==> src/rtl/fc_pkg.sv <==
// Shared definitions for the fully-connected MAC arbiter: FSM state
// encoding and default bus widths.
package fc_pkg;

  // Default widths of the requester and datapath buses
  localparam int FC_W_ADDR_W = 9;
  localparam int FC_D_ADDR_W = 4;
  localparam int FC_BSEL_W   = 4;

  // One-hot arbiter states
  typedef enum logic [2:0] {
    ST_IDLE = 3'b001,
    ST_OWN0 = 3'b010,
    ST_OWN1 = 3'b100
  } arb_state_e;

endpackage

==> src/rtl/fc_mac_arbiter_if.sv <==
// Bundle of requester-side and datapath-side signals around the shared
// MAC arbiter. The slave modport is the arbiter's view; the master
// modport is the view of whatever drives the requests and readys.
interface fc_mac_arbiter_if
  import fc_pkg::*;
#(
  parameter int W_ADDR_W = FC_W_ADDR_W,
  parameter int D_ADDR_W = FC_D_ADDR_W,
  parameter int BSEL_W   = FC_BSEL_W
);
  logic                req0, req1;
  logic                gnt0, gnt1;
  logic [W_ADDR_W-1:0] waddr0, waddr1;
  logic [D_ADDR_W-1:0] daddr0, daddr1;
  logic                dvalid0, dvalid1;
  logic                dsel0, dsel1;
  logic                bvalid0, bvalid1;
  logic [BSEL_W-1:0]   bsel0, bsel1;
  logic                mac_ready0, mac_ready1;
  logic                bias_ready0, bias_ready1;
  logic [W_ADDR_W-1:0] weight_addr;
  logic [D_ADDR_W-1:0] data_addr;
  logic                data_valid;
  logic                data_sel;
  logic                bias_valid;
  logic [BSEL_W-1:0]   bias_sel;
  logic                mac_ready;
  logic                bias_ready;
  logic                owner;
  logic                err;
  logic                err_clr;

  modport slave (
    input  req0, req1, waddr0, waddr1, daddr0, daddr1, dvalid0, dvalid1,
           dsel0, dsel1, bvalid0, bvalid1, bsel0, bsel1, mac_ready, bias_ready,
           err_clr,
    output gnt0, gnt1, mac_ready0, mac_ready1, bias_ready0, bias_ready1,
           weight_addr, data_addr, data_valid, data_sel, bias_valid, bias_sel,
           owner, err
  );

  modport master (
    output req0, req1, waddr0, waddr1, daddr0, daddr1, dvalid0, dvalid1,
           dsel0, dsel1, bvalid0, bvalid1, bsel0, bsel1, mac_ready, bias_ready,
           err_clr,
    input  gnt0, gnt1, mac_ready0, mac_ready1, bias_ready0, bias_ready1,
           weight_addr, data_addr, data_valid, data_sel, bias_valid, bias_sel,
           owner, err
  );

endinterface

==> src/rtl/fc_rr_pick2.sv <==
// Combinational two-way round-robin pick: on a tie the requester that
// was not served last wins.
module fc_rr_pick2 (
  input  logic req0,
  input  logic req1,
  input  logic last,
  output logic valid,
  output logic idx
);

  // Tie goes to the requester other than 'last'; otherwise the lone requester
  always_comb begin
    valid = req0 | req1;
    idx   = (req0 & req1) ? ~last : req1;
  end

endmodule

==> src/rtl/fc_mac_arbiter.sv <==
// Per-neuron round-robin arbiter sharing one MAC/bias/activation datapath
// between the L1 (requester 0) and L2 (requester 1) controllers.
// Optional idle-grant watchdog: define FC_ARB_TIMEOUT_EN.
module fc_mac_arbiter
  import fc_pkg::*;
#(
  parameter int W_ADDR_W    = FC_W_ADDR_W,
  parameter int D_ADDR_W    = FC_D_ADDR_W,
  parameter int BSEL_W      = FC_BSEL_W,
  parameter int TIMEOUT_CYC = 64
)(
  input  logic               clk,
  input  logic               rst_n,
  fc_mac_arbiter_if.slave    bus
);

  // The watchdog counter is 8 bits wide, so the limit must fit in it
  if (TIMEOUT_CYC < 1 || TIMEOUT_CYC > 255) begin : g_bad_timeout
    $error("fc_mac_arbiter: TIMEOUT_CYC must be in 1..255");
  end

  arb_state_e          r_state, w_state_next;
  logic                r_owner;
  logic                w_pick_valid, w_pick_idx;
  logic                w_own;
  logic                w_wd_expire;
  logic                w_err;
  logic [W_ADDR_W-1:0] w_weight_addr;
  logic [D_ADDR_W-1:0] w_data_addr;
  logic [BSEL_W-1:0]   w_bias_sel;

  assign w_own = (r_state == ST_OWN0) || (r_state == ST_OWN1);

  fc_rr_pick2 u_pick (
    .req0  (bus.req0),
    .req1  (bus.req1),
    .last  (r_owner),
    .valid (w_pick_valid),
    .idx   (w_pick_idx)
  );

`ifdef FC_ARB_TIMEOUT_EN
  logic [7:0] r_wd_cnt;
  logic       r_err;
  logic       w_stall;

  assign w_stall     = w_own & ~bus.mac_ready & ~bus.bias_ready;
  assign w_wd_expire = w_stall && (r_wd_cnt == 8'(TIMEOUT_CYC - 1));
  assign w_err       = r_err;

  // Count consecutive owned cycles with no datapath progress
  always_ff @(posedge clk or negedge rst_n) begin
    if (!rst_n)
      r_wd_cnt <= '0;
    else if (!w_stall || w_wd_expire)
      r_wd_cnt <= '0;
    else
      r_wd_cnt <= r_wd_cnt + 8'd1;
  end

  // Sticky error flag; a fresh expiry wins over a simultaneous clear
  always_ff @(posedge clk or negedge rst_n) begin
    if (!rst_n)
      r_err <= 1'b0;
    else if (w_wd_expire)
      r_err <= 1'b1;
    else if (bus.err_clr)
      r_err <= 1'b0;
  end
`else
  logic w_unused_err_clr;
  assign w_unused_err_clr = bus.err_clr;
  assign w_wd_expire      = 1'b0;
  assign w_err            = 1'b0;
`endif

  // State register
  always_ff @(posedge clk or negedge rst_n) begin
    if (!rst_n)
      r_state <= ST_IDLE;
    else
      r_state <= w_state_next;
  end

  // Grant from IDLE via round-robin pick; release on neuron end, abort or expiry
  always_comb begin
    w_state_next = r_state;
    case (r_state)
      ST_IDLE: if (w_pick_valid) w_state_next = w_pick_idx ? ST_OWN1 : ST_OWN0;
      ST_OWN0: if (bus.bias_ready || !bus.req0 || w_wd_expire) w_state_next = ST_IDLE;
      ST_OWN1: if (bus.bias_ready || !bus.req1 || w_wd_expire) w_state_next = ST_IDLE;
      default: w_state_next = ST_IDLE;
    endcase
  end

  // Remember who was granted last; reset to 1 so requester 0 wins the first tie
  always_ff @(posedge clk or negedge rst_n) begin
    if (!rst_n)
      r_owner <= 1'b1;
    else if (r_state == ST_IDLE && w_pick_valid)
      r_owner <= w_pick_idx;
  end

  // Steer the owner's address/strobe signals to the datapath; zeros when idle
  always_comb begin
    w_weight_addr  = '0;
    w_data_addr    = '0;
    w_bias_sel     = '0;
    bus.data_valid = 1'b0;
    bus.data_sel   = 1'b0;
    bus.bias_valid = 1'b0;
    case (r_state)
      ST_OWN0: begin
        w_weight_addr  = bus.waddr0;
        w_data_addr    = bus.daddr0;
        w_bias_sel     = bus.bsel0;
        bus.data_valid = bus.dvalid0;
        bus.data_sel   = bus.dsel0;
        bus.bias_valid = bus.bvalid0;
      end
      ST_OWN1: begin
        w_weight_addr  = bus.waddr1;
        w_data_addr    = bus.daddr1;
        w_bias_sel     = bus.bsel1;
        bus.data_valid = bus.dvalid1;
        bus.data_sel   = bus.dsel1;
        bus.bias_valid = bus.bvalid1;
      end
      default: ;
    endcase
  end

  // Grants and readys routed back only to the current owner
  always_comb begin
    bus.gnt0        = (r_state == ST_OWN0);
    bus.gnt1        = (r_state == ST_OWN1);
    bus.mac_ready0  = bus.mac_ready  & (r_state == ST_OWN0);
    bus.mac_ready1  = bus.mac_ready  & (r_state == ST_OWN1);
    bus.bias_ready0 = bus.bias_ready & (r_state == ST_OWN0);
    bus.bias_ready1 = bus.bias_ready & (r_state == ST_OWN1);
  end

  assign bus.weight_addr = w_weight_addr;
  assign bus.data_addr   = w_data_addr;
  assign bus.bias_sel    = w_bias_sel;
  assign bus.owner       = r_owner;
  assign bus.err         = w_err;

endmodule

==> src/flat_wrapper.sv <==
// flat-port wrapper written by rule: the top's interface ports become plain ports
module fc_mac_arbiter_flat import fc_pkg::*;
#(
  parameter int W_ADDR_W    = FC_W_ADDR_W,
  parameter int D_ADDR_W    = FC_D_ADDR_W,
  parameter int BSEL_W      = FC_BSEL_W,
  parameter int TIMEOUT_CYC = 64
)
  (clk, rst_n, bus_req0, bus_req1, bus_waddr0, bus_waddr1, bus_daddr0, bus_daddr1, bus_dvalid0, bus_dvalid1, bus_dsel0, bus_dsel1, bus_bvalid0, bus_bvalid1, bus_bsel0, bus_bsel1, bus_mac_ready, bus_bias_ready, bus_err_clr, bus_gnt0, bus_gnt1, bus_mac_ready0, bus_mac_ready1, bus_bias_ready0, bus_bias_ready1, bus_weight_addr, bus_data_addr, bus_data_valid, bus_data_sel, bus_bias_valid, bus_bias_sel, bus_owner, bus_err);
  fc_mac_arbiter_if #(.W_ADDR_W(W_ADDR_W), .D_ADDR_W(D_ADDR_W), .BSEL_W(BSEL_W)) bus_i ();
  input  logic clk;
  input  logic rst_n;
  input wire logic [$bits(bus_i.req0)-1:0] bus_req0;
  input wire logic [$bits(bus_i.req1)-1:0] bus_req1;
  input wire logic [$bits(bus_i.waddr0)-1:0] bus_waddr0;
  input wire logic [$bits(bus_i.waddr1)-1:0] bus_waddr1;
  input wire logic [$bits(bus_i.daddr0)-1:0] bus_daddr0;
  input wire logic [$bits(bus_i.daddr1)-1:0] bus_daddr1;
  input wire logic [$bits(bus_i.dvalid0)-1:0] bus_dvalid0;
  input wire logic [$bits(bus_i.dvalid1)-1:0] bus_dvalid1;
  input wire logic [$bits(bus_i.dsel0)-1:0] bus_dsel0;
  input wire logic [$bits(bus_i.dsel1)-1:0] bus_dsel1;
  input wire logic [$bits(bus_i.bvalid0)-1:0] bus_bvalid0;
  input wire logic [$bits(bus_i.bvalid1)-1:0] bus_bvalid1;
  input wire logic [$bits(bus_i.bsel0)-1:0] bus_bsel0;
  input wire logic [$bits(bus_i.bsel1)-1:0] bus_bsel1;
  input wire logic [$bits(bus_i.mac_ready)-1:0] bus_mac_ready;
  input wire logic [$bits(bus_i.bias_ready)-1:0] bus_bias_ready;
  input wire logic [$bits(bus_i.err_clr)-1:0] bus_err_clr;
  output wire logic [$bits(bus_i.gnt0)-1:0] bus_gnt0;
  output wire logic [$bits(bus_i.gnt1)-1:0] bus_gnt1;
  output wire logic [$bits(bus_i.mac_ready0)-1:0] bus_mac_ready0;
  output wire logic [$bits(bus_i.mac_ready1)-1:0] bus_mac_ready1;
  output wire logic [$bits(bus_i.bias_ready0)-1:0] bus_bias_ready0;
  output wire logic [$bits(bus_i.bias_ready1)-1:0] bus_bias_ready1;
  output wire logic [$bits(bus_i.weight_addr)-1:0] bus_weight_addr;
  output wire logic [$bits(bus_i.data_addr)-1:0] bus_data_addr;
  output wire logic [$bits(bus_i.data_valid)-1:0] bus_data_valid;
  output wire logic [$bits(bus_i.data_sel)-1:0] bus_data_sel;
  output wire logic [$bits(bus_i.bias_valid)-1:0] bus_bias_valid;
  output wire logic [$bits(bus_i.bias_sel)-1:0] bus_bias_sel;
  output wire logic [$bits(bus_i.owner)-1:0] bus_owner;
  output wire logic [$bits(bus_i.err)-1:0] bus_err;
  assign bus_i.req0 = bus_req0;
  assign bus_i.req1 = bus_req1;
  assign bus_i.waddr0 = bus_waddr0;
  assign bus_i.waddr1 = bus_waddr1;
  assign bus_i.daddr0 = bus_daddr0;
  assign bus_i.daddr1 = bus_daddr1;
  assign bus_i.dvalid0 = bus_dvalid0;
  assign bus_i.dvalid1 = bus_dvalid1;
  assign bus_i.dsel0 = bus_dsel0;
  assign bus_i.dsel1 = bus_dsel1;
  assign bus_i.bvalid0 = bus_bvalid0;
  assign bus_i.bvalid1 = bus_bvalid1;
  assign bus_i.bsel0 = bus_bsel0;
  assign bus_i.bsel1 = bus_bsel1;
  assign bus_i.mac_ready = bus_mac_ready;
  assign bus_i.bias_ready = bus_bias_ready;
  assign bus_i.err_clr = bus_err_clr;
  assign bus_gnt0 = bus_i.gnt0;
  assign bus_gnt1 = bus_i.gnt1;
  assign bus_mac_ready0 = bus_i.mac_ready0;
  assign bus_mac_ready1 = bus_i.mac_ready1;
  assign bus_bias_ready0 = bus_i.bias_ready0;
  assign bus_bias_ready1 = bus_i.bias_ready1;
  assign bus_weight_addr = bus_i.weight_addr;
  assign bus_data_addr = bus_i.data_addr;
  assign bus_data_valid = bus_i.data_valid;
  assign bus_data_sel = bus_i.data_sel;
  assign bus_bias_valid = bus_i.bias_valid;
  assign bus_bias_sel = bus_i.bias_sel;
  assign bus_owner = bus_i.owner;
  assign bus_err = bus_i.err;
  fc_mac_arbiter #(.W_ADDR_W(W_ADDR_W), .D_ADDR_W(D_ADDR_W), .BSEL_W(BSEL_W), .TIMEOUT_CYC(TIMEOUT_CYC)) u_core (.clk(clk), .rst_n(rst_n), .bus(bus_i));
endmodule
==> config.mk <==
export PLATFORM = sky130hd
export DESIGN_NAME = fc_mac_arbiter_flat
export DESIGN_NICKNAME = d
export VERILOG_FILES = /design/src/rtl/fc_pkg.sv /design/src/rtl/fc_mac_arbiter_if.sv /design/src/rtl/fc_rr_pick2.sv /design/src/rtl/fc_mac_arbiter.sv /design/src/flat_wrapper.sv
export SDC_FILE = /design/constraint.sdc
export NUM_CORES = 1
export LEC_CHECK = 0
export CORE_MARGIN = 2
export CORE_UTILIZATION = 22
export CTS_CLUSTER_DIAMETER = 40
export DETAILED_ROUTE_END_ITERATION = 6
export PLACE_DENSITY_LB_ADDON = 0.15
export SETUP_SLACK_MARGIN = 0.15
export SYNTH_ARGS = -nofsm -noshare
export SYNTH_HDL_FRONTEND = slang
export SYNTH_SLANG_ARGS = --single-unit
export TNS_END_PERCENT = 20
==> constraint.sdc <==
create_clock -name clk -period 1.8 [get_ports clk]
set_clock_uncertainty 0.2 [all_clocks]
set_input_delay 0.18 -clock clk [delete_from_list [all_inputs] [get_ports clk]]
set_output_delay 0.18 -clock clk [all_outputs]
set_load 0.02 [all_outputs]
==> metrics.md, run 1 <==
| Metric | Value |
|---|---|
| Unrepaired setup endpoints after global routing | yes |
| Library cells used by synthesis | 21 |
| DR DRC count | 0 |
| TritonCTS clock tree | done |
| Ratio of cells with drive above 1 in the final layout | 36.6% |
| Total nets after synthesis | 100 |
| Yosys Warn Count | 0 |
| Endpoint required time on the critical path | 1.42 ns |
| Internal portion of total power | 0.781 mW |
| Number of antenna repair diodes | 0 |
| Worst path max stage delay | 0.58 ns |
| Max-slew violations | 0 |
| Input/output buffers | 72 |
| Vias per cell | 4.75 |
| Portion of the post-synthesis area used by sequential elements | 21.5% |
| Critical Path Sink Type | primary output |
| DIE AREA | 2560 um^2 |
| Final worst-path cycle share | 99.2% |
| Latest clock arrival within the worst-skew pair | 0.24 ns |
| EDFF count, synth | 0 |
| Min-delay worst type | flip-flop to flip-flop |
| Area contributors post-synth | a22o_1, dfstp_2, dfrtp_1, buf_4, nor3b_2 |
| Final critical-path setup slack | roughly 0.014 ns |
| Flip-flop and latch count after synthesis | 4 |
| Switching fraction of total power | 40.2% |
| Worst Reg2Reg Path Length in Cells | 4 |
| Starting density of the core | a little under a quarter |
| Kind of critical path | flip-flop to primary output |
| CP max-delay cell | dfstp_2 |
| Number of non-filler instances in the completed layout | 161 |
| Maximum root-to-sink buffer count | 2 |
| GR met2 Demand/Resource | roughly 33% |
| Final period demand of the worst path | 1.79 ns |
| Antenna violations before repair | 0 |
| Total Wirelength | approximately 2300 um |
| Global routing's busiest layer | met2 |
| Detail Route Antenna Nets | 0 |
| Start point of the worst min-delay path | u_core.bus.owner |
| Lkg Pwr | approximately 0.61 nW |
| Setup WS pre-CTS | -0.190 ns |
| Crit path launch type | flip-flop |
| Via count of the first global-routing pass | 733 |
| Area Growth Syn to Fin | 190% |
| Total number of nets in the final design | 183 |
| Logic gate share of total power | 75.9% |
| Residual overflow from global routing | 0 |
| Placed cell areas | 1280 um^2 |
| Via Count | 765 |
| Num Clock Sinks | 4 |
| DRT Pass-1 Iters | 4 |
| Power per unit of standard cell area | 943 nW/um^2 |
| Total number of H-tree levels | 1 |
| Hold Slack | 0.345 ns |
| DIE HEIGHT | 50.6 um |
| Gp weighted congestion | around 0.73 |
| Final Hold Vio Count | 0 |
| Capture endpoint of the worst hold path | u_core.bus.owner |
| Iteration-0 DRC Markers | 17 |
| Crit Path Max Fanout | 14 |
| Reg-to-Reg Start | u_core.r_state[0] |
| Pin count of the biggest net entering global routing | 24 |
| Crit-path cells | nor3b_4, buf_12, a22o_1, buf_6 |
| Final instance area | between 1000 and 1500 um^2 |
| R2R Path End | u_core.r_state[1] |
| Max-cap violations | 0 |
| Cell area after technology mapping | 477 um^2 |
| Worst Hold Depth | 2 |
| Setup TNS | 0 ns |
| Pwr Total | 1.30 mW |
| Final count of negative-setup-slack endpoints | 0 |
| Core area | roughly 2000 um^2 |
| Number of instances in the synthesized netlist | 53 |
| HPWL after DPL | approximately 1800 um |
| Clock tree root buffer cell | clkbuf_4 |
| Number of buffers added by the clock tree synthesis step | 3 |
| Register-to-register setup slack | 0.29 ns |
| Share of the core filled with cells | around 69% |
| Met3 track demand over resource in global routing | 4.76% |
| Register share of total power | 15.4% |
| Run status | complete, no violations |
| Clock Power Share | 8.7% |
| Fraction of met1 tracks used by global routing | between 15 and 20% |
| Clock-pin slew on the worst setup and hold paths | about 0.040 ns |
| Number of primary I/O pins | 75 |
| Average size of a mapped cell | 8.99 um^2 |
| Global router's overall resource usage | 17.3% |
| Async set or reset register ratio after synthesis | 100% |
| Dominant cell type by area after synthesis | a22o_1 |
| Commonest register cell after synthesis | dfstp_2 |
| Rows | 16 |
| Net switching component of the power | 0.524 mW |
| Share of Yosys cell area claimed by the top area cell type | 36.7% |
| Overall die width | 50.6 um |
| Max Clk Rate | 560 MHz |
| Total instance count after detailed placement | 155 |
| Arrival time worst endpoint | between 1 and 1.5 ns |
| Maximum vdd drop | 0.000737 V |
| Global-route wire length before repair | approximately 3400 um |
| Wirelength per Cell | 14.1 um |
[Yosys cell counts, types with 2 or more instances]
master     n
nand2b_1   2
nand2_1    2
dfstp_2    2
a22o_1    20
inv_1      3
dfrtp_1    2
and2_1     3
buf_4      5
nor3b_2    2
[logic make-up after synthesis]
kind of cell,count (synthesis),share of synthesized area (%)
AOI/OAI and AO/OA,27,47.0
and+or+nand+nor,13,20.5
buffers and inverters,8,10.2
other,1,0.787
DFF,4,21.5
[power groups by stage]
stage	sequential, mW	combinational [mW]	clock (mW)
2_1_floorplan	0.213	0.423	0
3_3_place_gp	0.194	0.877	0
3_5_place_dp	0.194	0.888	0
4_1_cts	0.202	0.916	0.115
5_1_grt	0.211	1.05	0.126
6_report	0.201	0.990	0.113
[placed cells by master (no fill, tap or decap), drive strengths merged]
cell type       n
inv             3
a21oi           1
buf            36
a31oi           1
dlygate4sd2     1
dfrtp           2
nor3b           3
nor2            1
nand2b          2
a22o           20
a32oi           1
nor2b           1
and2            3
a21boi          1
nor3            1
a22oi           1
clkbuf          3
o21ai           1
clkdlybuf4s50  45
dlygate4sd3     1
conb            1
dfstp           2
o32ai           1
nand2           2
[worst max path at each step]
| stage | end | depth (start not counted) | slack, ns | startpoint |
|---|---|---|---|---|
| floorplan | bus_data_sel | 3 | 0.23 | u_core.r_state[2] |
| global placement | bus_bias_sel[0] | 4 | -0.16 | u_core.r_state[2] |
| detailed placement | bus_data_sel | 4 | -0.19 | u_core.r_state[2] |
| CTS | bus_weight_addr[1] | 4 | -0.0005 | u_core.r_state[0] |
| global route | bus_data_addr[1] | 4 | -0.04 | u_core.r_state[1] |
| finish | bus_weight_addr[4] | 4 | 0.01 | u_core.r_state[0] |
[layout make-up]
type | count | area (um^2)
repair buffers | 83 | 856
clock buffers | 3 | 22.5
well taps | 27 | 33.8
flip-flops and latches | 4 | 103
inverters | 3 | 11.3
fillers | 166 | 618
multi-input cells | 41 | 358
[worst max-delay path: cells and delay by family (launching register included)]
kind            cells  cell delay (ns)
compound gates      1             0.24
flops               1             0.58
simple gates        1             0.07
buf+inv             2             0.27
[metal layers]
metal  vias up  routed length [um]
li1        370                   -
met1       345                 754
met2        48                1240
met3         2                 252
met4         0                  19
met5         -                   0
[registers in the layout, summed over array words and instances, names as in the netlist]
| signal | count |
|---|---|
| u_core.bus.owner | 1 |
| u_core.r_state | 3 |
[timing repair]
item | 4_1_cts | 5_1_grt
hold buffers | 1 | 0
buffers inserted | 1 | 1
gates resized for setup | 146 | 17
pin swaps | 10 | 2
endpoints found under the hold margin | 2 | 0
setup endpoints to repair | 27 | 27
No activity file was read; power rests on OpenSTA's default activity.
==> run 2: changes to the inputs <==
--- a/config.mk
+++ b/config.mk
@@ -5,13 +5,13 @@
 export SDC_FILE = /design/constraint.sdc
 export NUM_CORES = 1
 export LEC_CHECK = 0
-export CORE_MARGIN = 2
-export CORE_UTILIZATION = 22
+export CORE_UTILIZATION = 23
 export CTS_CLUSTER_DIAMETER = 40
 export DETAILED_ROUTE_END_ITERATION = 6
 export PLACE_DENSITY_LB_ADDON = 0.15
 export SETUP_SLACK_MARGIN = 0.15
 export SYNTH_ARGS = -nofsm -noshare
 export SYNTH_HDL_FRONTEND = slang
+export SYNTH_HIERARCHICAL = 1
 export SYNTH_SLANG_ARGS = --single-unit
 export TNS_END_PERCENT = 20
==> metrics.md, run 2 <==
| Metric | Value |
|---|---|
| DIE HEIGHT | 49.3 um (-2.5%) |
| Fraction of met1 tracks used by global routing | 18.4% (+0.19 points) |
| Cell area after technology mapping | 514 um^2 (+7.9%) |
| Total nets after synthesis | 96 (-4.0%) |
| Number of antenna repair diodes | 0 (unchanged) |
| Ratio of cells with drive above 1 in the final layout | 54.1% (+18 points) |
| Most frequent CP cell | buf_6 |
| Final instance area | 1530 um^2 (+10%) |
| Total number of nets in the final design | 184 (+0.55%) |
| Wirelength per Cell | 15.2 um (+7.6%) |
| DIE AREA | 2430 um^2 (-4.9%) |
| Kind of critical path | flip-flop to primary output |
| Via count of the first global-routing pass | 739 (+0.82%) |
| Met3 track demand over resource in global routing | 2.18% (-2.6 points) |
| Area Growth Syn to Fin | 197% |
| TritonCTS clock tree | done |
| Pwr Total | 1.41 mW (+7.8%) |
| Average size of a mapped cell | 10.5 um^2 (+17%) |
| Most numerous cell types in the synthesized netlist | a22o_2, buf_6 |
| Most common cell after layout, fill and taps aside | clkdlybuf4s50_1 |
| Final worst-path cycle share | 103% (+4.3 points) |
| Starting density of the core | 25.4% (+1.6 points) |
| Total Wirelength | 2460 um (+8.2%) |
| Min-delay worst type | flip-flop to flip-flop |
| Iteration-0 DRC Markers | 6 (-11) |
| Final Hold Vio Count | 0 (unchanged) |
| DRT Pass-1 Iters | 4 (unchanged) |
| Global routing's busiest layer | met2 |
| Gp weighted congestion | 0.749 (+2.9%) |
| Share of Yosys cell area claimed by the top area cell type | 38.9% (+2.2 points) |
| Pin count of the biggest net entering global routing | 20 (-17%) |
| Flip-flop count of the largest register after layout | 3 (unchanged) |
| Clock-pin slew on the worst setup and hold paths | 0.03 ns (about the same) |
| Commonest register cell after synthesis | dfstp_2 |
| Global router's overall resource usage | 17.0% (-0.21 points) |
| Area contributors post-synth | a22o_2, dfstp_2, dfrtp_1, buf_6, nor3b_4 |
| Number of instances in the synthesized netlist | 49 (-7.5%) |
| Library cells used by synthesis | 20 (-4.8%) |
| Via Count | 764 (-0.13%) |
| Endpoint required time on the critical path | 1.42 ns (about the same) |
| HPWL after DPL | 1740 um (-4.1%) |
| Global-route wire length before repair | 3260 um (-4.3%) |
| Power per unit of standard cell area | 921 nW/um^2 (-2.3%) |
| Input/output buffers | 72 (unchanged) |
| Number of primary I/O pins | 75 (unchanged) |
| Rows | 16 (unchanged) |
| Maximum vdd drop | 0.000802 V (+8.7%) |
| Async set or reset register ratio after synthesis | 100% (unchanged) |
| Total number of H-tree levels | 1 (unchanged) |
| EDFF count, synth | 0 (unchanged) |
| GR met2 Demand/Resource | 33.1% (+0.43 points) |
| DR DRC count | 0 (unchanged) |
| Final period demand of the worst path | 1.86 ns (+0.0770 ns) |
| Unrepaired setup endpoints after global routing | yes |
| Final critical-path setup slack | -0.0629 ns (-0.0770 ns) |
| Lkg Pwr | 0.704 nW (+16%) |
| Crit-path cells | nor3b_4, buf_6, buf_8, a22o_2, buf_6 |
| Final count of negative-setup-slack endpoints | 22 (+22) |
| Portion of the post-synthesis area used by sequential elements | 20.0% (-1.6 points) |
| Clock tree root buffer cell | clkbuf_4 |
| Worst path max stage delay | 0.54 ns (-0.04 ns) |
| Yosys Warn Count | 6 (+6) |
| Most frequent cells in the layout | clkdlybuf4s50_1, buf_6, a22o_4 |
| Maximum root-to-sink buffer count | 2 (unchanged) |
| Arrival time worst endpoint | 1.48 ns (+0.07 ns) |
| Placed cell areas | 1300 um^2 (+2.0%) |
| Count leader, synth | a22o_2 |
| Overall die width | 49.3 um (-2.5%) |
| Crit path launch type | flip-flop |
| Largest register by flop count | u_core/r_state |
| Detail Route Antenna Nets | 0 (unchanged) |
| Critical Path Sink Type | primary output |
| Antenna violations before repair | 0 (unchanged) |
| Max Clk Rate | 537 MHz (-4.1%) |
| Latest clock arrival within the worst-skew pair | 0.23 ns (about the same) |
| Vias per cell | 4.72 (-0.75%) |
| Violations in the final reports | negative setup slack |
| Num Clock Sinks | 4 (unchanged) |
| Max-cap violations | 0 (unchanged) |
| Register-to-register setup slack | 0.16 ns (-0.13 ns) |
| Run status | finished with violations |
| CP max-delay cell | dfstp_2 |
| Residual overflow from global routing | 0 (unchanged) |
| Dominant cell type by area after synthesis | a22o_2 |
| Max-slew violations | 0 (unchanged) |
| Flip-flop and latch count after synthesis | 4 (unchanged) |
| Crit Path Max Fanout | 6 (-8) |
| Number of buffers added by the clock tree synthesis step | 3 (unchanged) |
| Core area | 2020 um^2 (+1.0%) |
run 2: worst max-delay path, delay by kind of cell, from the launching register on:
family,cells,cell delay [ns]
AND/OR/NAND/NOR,1,0.05
buffers and inverters,3,0.40
flip-flops,1,0.54
AO/OA/AOI/OAI,1,0.26
run 2: through the flow:
step	worst slack [ns]	TNS [ns]	std cells	hold WS (ns)	util [%]
CTS	-0.0766	-0.980	159	0.437	61.8
global route	-0.0886	-1.66	162	0.449	75.6
finish	-0.0629	-0.955	162	0.442	75.6
floorplan	0.281	0	49	-0.316	-
global placement	-0.174	-3.96	153	0.187	64.5
detailed placement	-0.225	-4.96	153	0.193	64.5
run 2: final cells by class:
class	count	area, um^2
sequential	4	103
fill	137	494
tap	27	33.8
multi-input combinational	38	448
clock buffer	3	22.5
timing repair buffer	88	913
inverter	2	7.51
run 2: cell families (layout without fill, tap and decap cells):
family,count (synthesis),after routing,share of synthesized area [%]
buf+inv,7,93,11.7
other cells,1,1,0.729
mux,1,1,2.19
flops,4,4,20.0
simple gates,11,11,19.2
compound gates,25,25,46.2
run 2: final timing paths:
check | start | depth (start not counted) | end
setup / recovery | u_core/r_state[0] | 5 | bus_weight_addr[3]
hold / removal | u_core/bus.owner | 1 | u_core/bus.owner
setup reg to reg | u_core/r_state[0] | 4 | u_core/bus.owner
hold reg to reg | u_core/bus.owner | 1 | u_core/bus.owner
max in group asynchronous | rst_n | 2 | u_core/r_state[0]
min in group asynchronous | rst_n | 2 | u_core/r_state[2]
run 2: timing repair:
item | CTS | global route
pin swaps | 0 | 13
setup endpoints to repair | 27 | 26
resized for setup | 115 | 59
buffers inserted | 1 | 2
hold endpoints to repair | 2 | 0
hold buffers | 1 | 0
cloned | 1 | 1
run 2: power by group:
part	internal [mW]	total [mW]	switching, mW
clock network	0.0742	0.107	0.0324
registers	0.146	0.188	0.0420
logic	0.654	1.11	0.458
total	0.875	1.41	0.532
run 2: layer usage:
metal	share of wire [%]	routed length (um)	vias up
met5	0	0	-
met4	0	0	0
met3	4.8	118	0
met1	37	901	367
met2	58	1440	29
li1	-	-	368
